### src/rtl/serial_sub16.sv
// Bit-serial subtractor: a - b - b_in evaluated LSB first through one full-adder
// cell as a + ~b + ~b_in, with a start/busy/done handshake and held results.
module serial_sub16 #(
  parameter int WIDTH = 16
) (
  input  logic             clk,
  input  logic             rst,
  input  logic             start,
  input  logic [WIDTH-1:0] a,
  input  logic [WIDTH-1:0] b,
  input  logic             b_in,
  output logic             busy,
  output logic             done,
  output logic [WIDTH-1:0] diff,
  output logic             b_out,
  output logic             ovf,
  output logic             zero
);

  localparam int CW = $clog2(WIDTH) + 1;
  localparam logic [CW-1:0] LAST = CW'(WIDTH - 1);

  typedef enum logic [1:0] {
    IDLE = 2'd0,
    RUN  = 2'd1,
    DONE = 2'd2
  } state_t;

  state_t           state_q, state_d;
  logic [WIDTH-1:0] a_sh_q, a_sh_d;
  logic [WIDTH-1:0] b_sh_q, b_sh_d;
  logic [WIDTH-1:0] part_q, part_d;
  logic [CW-1:0]    cnt_q, cnt_d;
  logic             c_q, c_d;
  logic             a_msb_q, a_msb_d;
  logic             b_msb_q, b_msb_d;
  logic [WIDTH-1:0] diff_q, diff_d;
  logic             b_out_q, b_out_d;
  logic             ovf_q, ovf_d;
  logic             zero_q, zero_d;

  logic             fa_s;
  logic             fa_co;
  logic [WIDTH-1:0] part_next;

  // Single full-adder cell on the LSBs of the shifting operands.
  always_comb begin
    fa_s      = a_sh_q[0] ^ b_sh_q[0] ^ c_q;
    fa_co     = (a_sh_q[0] & b_sh_q[0]) | (a_sh_q[0] & c_q) | (b_sh_q[0] & c_q);
    part_next = {fa_s, part_q[WIDTH-1:1]};
  end

  always_comb begin
    state_d = state_q;
    a_sh_d  = a_sh_q;
    b_sh_d  = b_sh_q;
    part_d  = part_q;
    cnt_d   = cnt_q;
    c_d     = c_q;
    a_msb_d = a_msb_q;
    b_msb_d = b_msb_q;
    diff_d  = diff_q;
    b_out_d = b_out_q;
    ovf_d   = ovf_q;
    zero_d  = zero_q;

    unique case (state_q)
      IDLE, DONE: begin
        if (start) begin
          state_d = RUN;
          a_sh_d  = a;
          b_sh_d  = ~b;
          c_d     = ~b_in;
          cnt_d   = '0;
          part_d  = '0;
          a_msb_d = a[WIDTH-1];
          b_msb_d = b[WIDTH-1];
        end else begin
          state_d = IDLE;
        end
      end
      RUN: begin
        part_d = part_next;
        a_sh_d = {1'b0, a_sh_q[WIDTH-1:1]};
        b_sh_d = {1'b0, b_sh_q[WIDTH-1:1]};
        c_d    = fa_co;
        cnt_d  = cnt_q + CW'(1);
        // Results are published from the bit being shifted in on this edge,
        // so done and the new values appear in the same cycle.
        if (cnt_q == LAST) begin
          state_d = DONE;
          diff_d  = part_next;
          b_out_d = ~fa_co;
          zero_d  = (part_next == '0);
          ovf_d   = (a_msb_q != b_msb_q) && (part_next[WIDTH-1] != a_msb_q);
        end
      end
      default: state_d = IDLE;
    endcase
  end

  always_ff @(posedge clk) begin
    if (rst) begin
      state_q <= IDLE;
      a_sh_q  <= '0;
      b_sh_q  <= '0;
      part_q  <= '0;
      cnt_q   <= '0;
      c_q     <= 1'b0;
      a_msb_q <= 1'b0;
      b_msb_q <= 1'b0;
      diff_q  <= '0;
      b_out_q <= 1'b0;
      ovf_q   <= 1'b0;
      zero_q  <= 1'b0;
    end else begin
      state_q <= state_d;
      a_sh_q  <= a_sh_d;
      b_sh_q  <= b_sh_d;
      part_q  <= part_d;
      cnt_q   <= cnt_d;
      c_q     <= c_d;
      a_msb_q <= a_msb_d;
      b_msb_q <= b_msb_d;
      diff_q  <= diff_d;
      b_out_q <= b_out_d;
      ovf_q   <= ovf_d;
      zero_q  <= zero_d;
    end
  end

  always_comb begin
    busy  = (state_q == RUN);
    done  = (state_q == DONE);
    diff  = diff_q;
    b_out = b_out_q;
    ovf   = ovf_q;
    zero  = zero_q;
  end

endmodule
### config.mk
export PLATFORM = sky130hd
export DESIGN_NAME = serial_sub16
export DESIGN_NICKNAME = d
export VERILOG_FILES = /design/src/rtl/serial_sub16.sv
export SDC_FILE = /design/constraint.sdc
export NUM_CORES = 1
export LEC_CHECK = 0
export CORE_MARGIN = 3
export CORE_UTILIZATION = 35
export DETAILED_ROUTE_END_ITERATION = 10
export PLACE_DENSITY = 0.59
export SETUP_SLACK_MARGIN = 0.05
export SLEW_MARGIN = 15
export SYNTH_ARGS = -nofsm -noshare
export SYNTH_HDL_FRONTEND = slang
export SYNTH_SLANG_ARGS = --single-unit
export TNS_END_PERCENT = 1
### constraint.sdc
create_clock -name clk -period 3.5 [get_ports clk]
set_input_delay 0.875 -clock clk [delete_from_list [all_inputs] [get_ports clk]]
set_output_delay 0.875 -clock clk [all_outputs]
set_load 0.005 [all_outputs]
Yosys cells after proc, flatten, opt, wreduce, memory -nomap -nowiden --
Cells that the tools add are included.
Storage, ports and cells: flip-flop bits (word level) 77, input port bits 36
Cells by class: add/subtract/negate cells 1, equal/unequal tests 7, mux-type cells 13, bitwise gates (word level) 10, reduce and logical (&&, ||, !) cells 8
Operator list (count):
- $pmux 16 s2 | 3
- $mux 16 | 3
- $logic_not 16->1 | 1
- $not 16->16 | 1
- $pmux 5 s2 | 1
- $reduce_and 2->1 | 3
- $add 5x1->5 const B | 1
- $eq 5x4->1 const B | 1
- $mux 5 | 1
- $pmux 2 s2 | 1
- $and 1x1->1 | 3
- $eq 2x1->1 const B | 1
- $eq 2x2->1 const B | 1
- $logic_not 2->1 | 1
- $mux 1 | 2
- $mux 2 | 1
- $ne 1x1->1 | 2
- $ne 2x1->1 const B | 1
- $ne 2x2->1 const B | 1
- $not 1->1 | 2
- $or 1x1->1 | 2
- $pmux 1 s2 | 1
- $reduce_bool 2->1 | 1
- $reduce_or 2->1 | 1
- other kinds (2) | 3

Depth between registers and ports, before layout --
depth in word-level cells 4, depth in mapped cells 7

Worst setup path before layout --
Ideal clock, no wire load.
kind input-to-reg, start in start, end reg b_sh_q[12], arrival time 1.661 ns, data required time 3.372 ns, slack 1.712 ns, stages 6, cells stage by stage nor2b_1 > buf_2 > nor2_4 > buf_2 > a221oi_1 > nor2_1
On the way: cells in the longest elaborated chain, start to end 2
Ends and longest elaborated chain:
- start, declared | RTL line 8 | input logic start,
- $ne 2x2->1 (no source line)
- $reduce_and 2->1 (no source line)
- end signal, assigned | RTL line 119 | b_sh_q <= b_sh_d;
- end, declared | RTL line 31 | logic [WIDTH-1:0] b_sh_q, b_sh_d;
No other way between the ends. A chain may end at the register's enable or synchronous reset.

Final worst setup path --
start reg state_q[0], end out busy
On the way: cells in the longest elaborated chain, start to end 1
Ends and longest elaborated chain:
- start, declared | RTL line 29 | state_t state_q, state_d;
- start signal, assigned | RTL line 117 | state_q <= state_d;
- $eq 2x1->1 | RTL line 133 | busy = (state_q == RUN);
- end, declared | RTL line 12 | output logic busy,
No other way between the ends.

==> impl_results.md <==
- Placement Setup Slack: around 0.74 ns
- Fin area: roughly 0.0037 sq mm
- Hold Crit Class: reg -> reg
- Pin count of the biggest net entering global routing: 53
- Gate power share: 10.1%
- Total Routing Usage GR: between 10% and 20%
- Final WL: ~6300 um
- Die Width: about 100 um
- Vias in the first global route: about 2,200
- Final #Nets: ~420
- Max clock buf depth: 2
- Share of cells above drive strength 1: 7.29%
- Slew HR: around half
- Clock Power Share: 39.7%
- Synthesized area per cell: between 8 and 9 sq um
- Root Driver: clkbuf_8
- Gpl congestion: about 0.73
- Syn nets: between 300 and 400
- RSZ-0062 raised after global routing: no
- # rows: 32
- Post-CTS Setup Bufs: 0
- Initial antenna violation count: 0
- Detailed Place HPWL: just over 4000 um
- Placed Cells: roughly 470
- Diode count: 0
- Area contributors post-synth: dfxtp_1 52%, nor2_1 7.8%, a22oi_1 7.7%
- Final setup viols: 0
- Switching portion of total power: a little under a quarter
- Post_cts resized: 0
- Pwr Total: 1.82 mW
- Final hold vios: 0
- DR WL/cell: 13.1 um
- Core box area: around 0.0079 sq mm
- Internal: between 1 and 1.5 mW
- Layout area overhead: 27.3%
- Total number of vias: 2,461
- Sequential share of power: ~50%
- H-Tree Depth: 3
- Hold slack final: approximately 0.45 ns
- Hold_buf cts: 0
- Post-synthesis cell type count: 32
- Die Y: 97.4 um
- Gr ovfl total: 0
- Syn Inst Count: ~340
- Antenna-violating nets left: 0
- Clock Pin Slew Worst Setup and Hold Paths: around 0.07 ns
- Pwr dens: slightly below 500 mW/mm^2
- Timing startpoint of the critical path: state_q[0]$_SDFFE_PP0P_
- Worst Max-Slew Pin Slew: between 0.7 and 0.8 ns
- MaxCap Viol Count: 0
- Most frequent cells in the layout: 76 x dfxtp_1, 61 x nor2_1, 55 x clkdlybuf4s50_1, 53 x nand2_1, 40 x a21oi_1
- Detailed-router iteration count before antenna repair: 4
- P_leak: about 1.3 nW
- WS Path Type: reg -> out
- Reg-to-Reg Start: state_q[1]$_SDFFE_PP0P_
- TritonCTS buffer count: 9
- Worst-path fanout max: 51
- Critical Path RT: ~2.6 ns
- Area after DPL: 0.00348 sq mm
- Final core utilization: roughly 47%
- Port Buffer Count: 56
- Vias per inst: about 5.1
- Status: completed
- Ys Warns: 0
- Top cell type's share of synthesized area: between 50% and 60%
- Worst Setup Slack, final: 0.706 ns
- Initial core utilization: 36.9%
- DIE AREA: approximately 0.0095 sq mm
- Finished Layout Cells: ~490
- Min-delay src: diff[3]$_SDFFE_PP0P_
- Clk_lat worst skew: between 0.3 and 0.4 ns
- Crit path time final: between 2 and 3 ns
- Setup tns final: 0 ns
- Fmax achieved: ~360 MHz
- Global-route wire length before repair: ~11,000 um
- Ports: 57
- Post-synthesis cell area: about 0.0029 sq mm
- # DRC: 0
- Commonest non-fill, non-tap cell in the layout: dfxtp_1
- FF+latch count, synth: 76
- CP Launch Type: register
- Drt initial violations: between 100 and 150
- CTS tree: yes
- Crit end category: output port
- CTS sink count: 76
- Slew Limit Fails: 0
- Yosys top cell by area: dfxtp_1
- Worst vdd ir: approximately 260 uV
- Clock Skew: between 0.01 and 0.015 ns
- Fin crit share: between 70% and 80%
- NetSw: around 420 uW
- Critical path arrival: 1.92 ns
- Sequential fraction of the synthesis area: a little over half
==> worst max-delay path, stage by stage, from the launching register on <==
cell	delay, ns
dfxtp_1	0.39
nand2b_1	0.23
inv_6	0.38
clkdlybuf4s50_1	0.59
==> cells by family after synthesis <==
| logic type | after synthesis | share of synthesized area (%) |
|---|---|---|
| adders and majority gates | 3 | 1.54 |
| buffers and inverters | 32 | 6.03 |
| muxes | 1 | 0.385 |
| and+or+nand+nor | 133 | 19.2 |
| DFF | 76 | 52.0 |
| AOI/OAI and AO/OA | 90 | 20.8 |
==> Yosys cell counts (all sizes together) <==
master  count
fa          1
a21oi      40
nor4b       1
nor2       63
o21ai       1
and3        1
buf        18
dfxtp      76
and2        1
nor2b       2
o31ai       1
a221oi     15
clkbuf      9
nand3b      3
mux2        1
a22oi      30
inv         5
ha          2
nand4       2
o22ai       1
or3b        1
nor4        3
a211oi      1
nand2      54
a311oi      1
nand2b      2
==> flip-flops by register name (all words and copies together), names as in the netlist <==
name	flops
ovf	1
part_q	15
b_msb_q	1
b_sh_q	16
c_q	1
state_q	2
cnt_q	5
diff	16
zero	1
a_sh_q	16
b_out	1
a_msb_q	1
==> routing by layer <==
layer	track usage [%]	part of all wire [%]	up-vias
li1	-	-	1257
met1	18.7	49	1145
met2	20.5	44	52
met3	4.95	5.2	7
met4	4.15	1.1	0
met5	0	0	-
==> power by group through the flow <==
stage / clock network (mW) / logic (mW) / registers (mW)
after floorplan: 0 / 0.123 / 0.928
after global placement: 0 / 0.176 / 0.933
after detailed placement: 0 / 0.178 / 0.933
after CTS: 0.745 / 0.178 / 0.913
after global routing: 0.780 / 0.207 / 0.917
final: 0.723 / 0.184 / 0.913
==> path summary, 6_finish.rpt <==
kind / endpoint / slack (ns) / cells past startpoint
worst min-delay path: diff[3]$_SDFFE_PP0P_ / 0.45 / 2
worst min register to register: diff[3]$_SDFFE_PP0P_ / 0.45 / 2
worst max register to register: cnt_q[2]$_SDFFE_PP0P_ / 1.54 / 6
worst max-delay path: busy / 0.71 / 3
==> area by class of cell <==
class                   count  area [sq um]
clock buffers              12           145
clock inverters             4          72.6
fillers                   786          4200
inverters                   5          23.8
multi-input cells         227          1230
flip-flops and latches     76          1520
well taps                 102           128
repair buffers             60           606
Power figures use the tool's default switching activity.
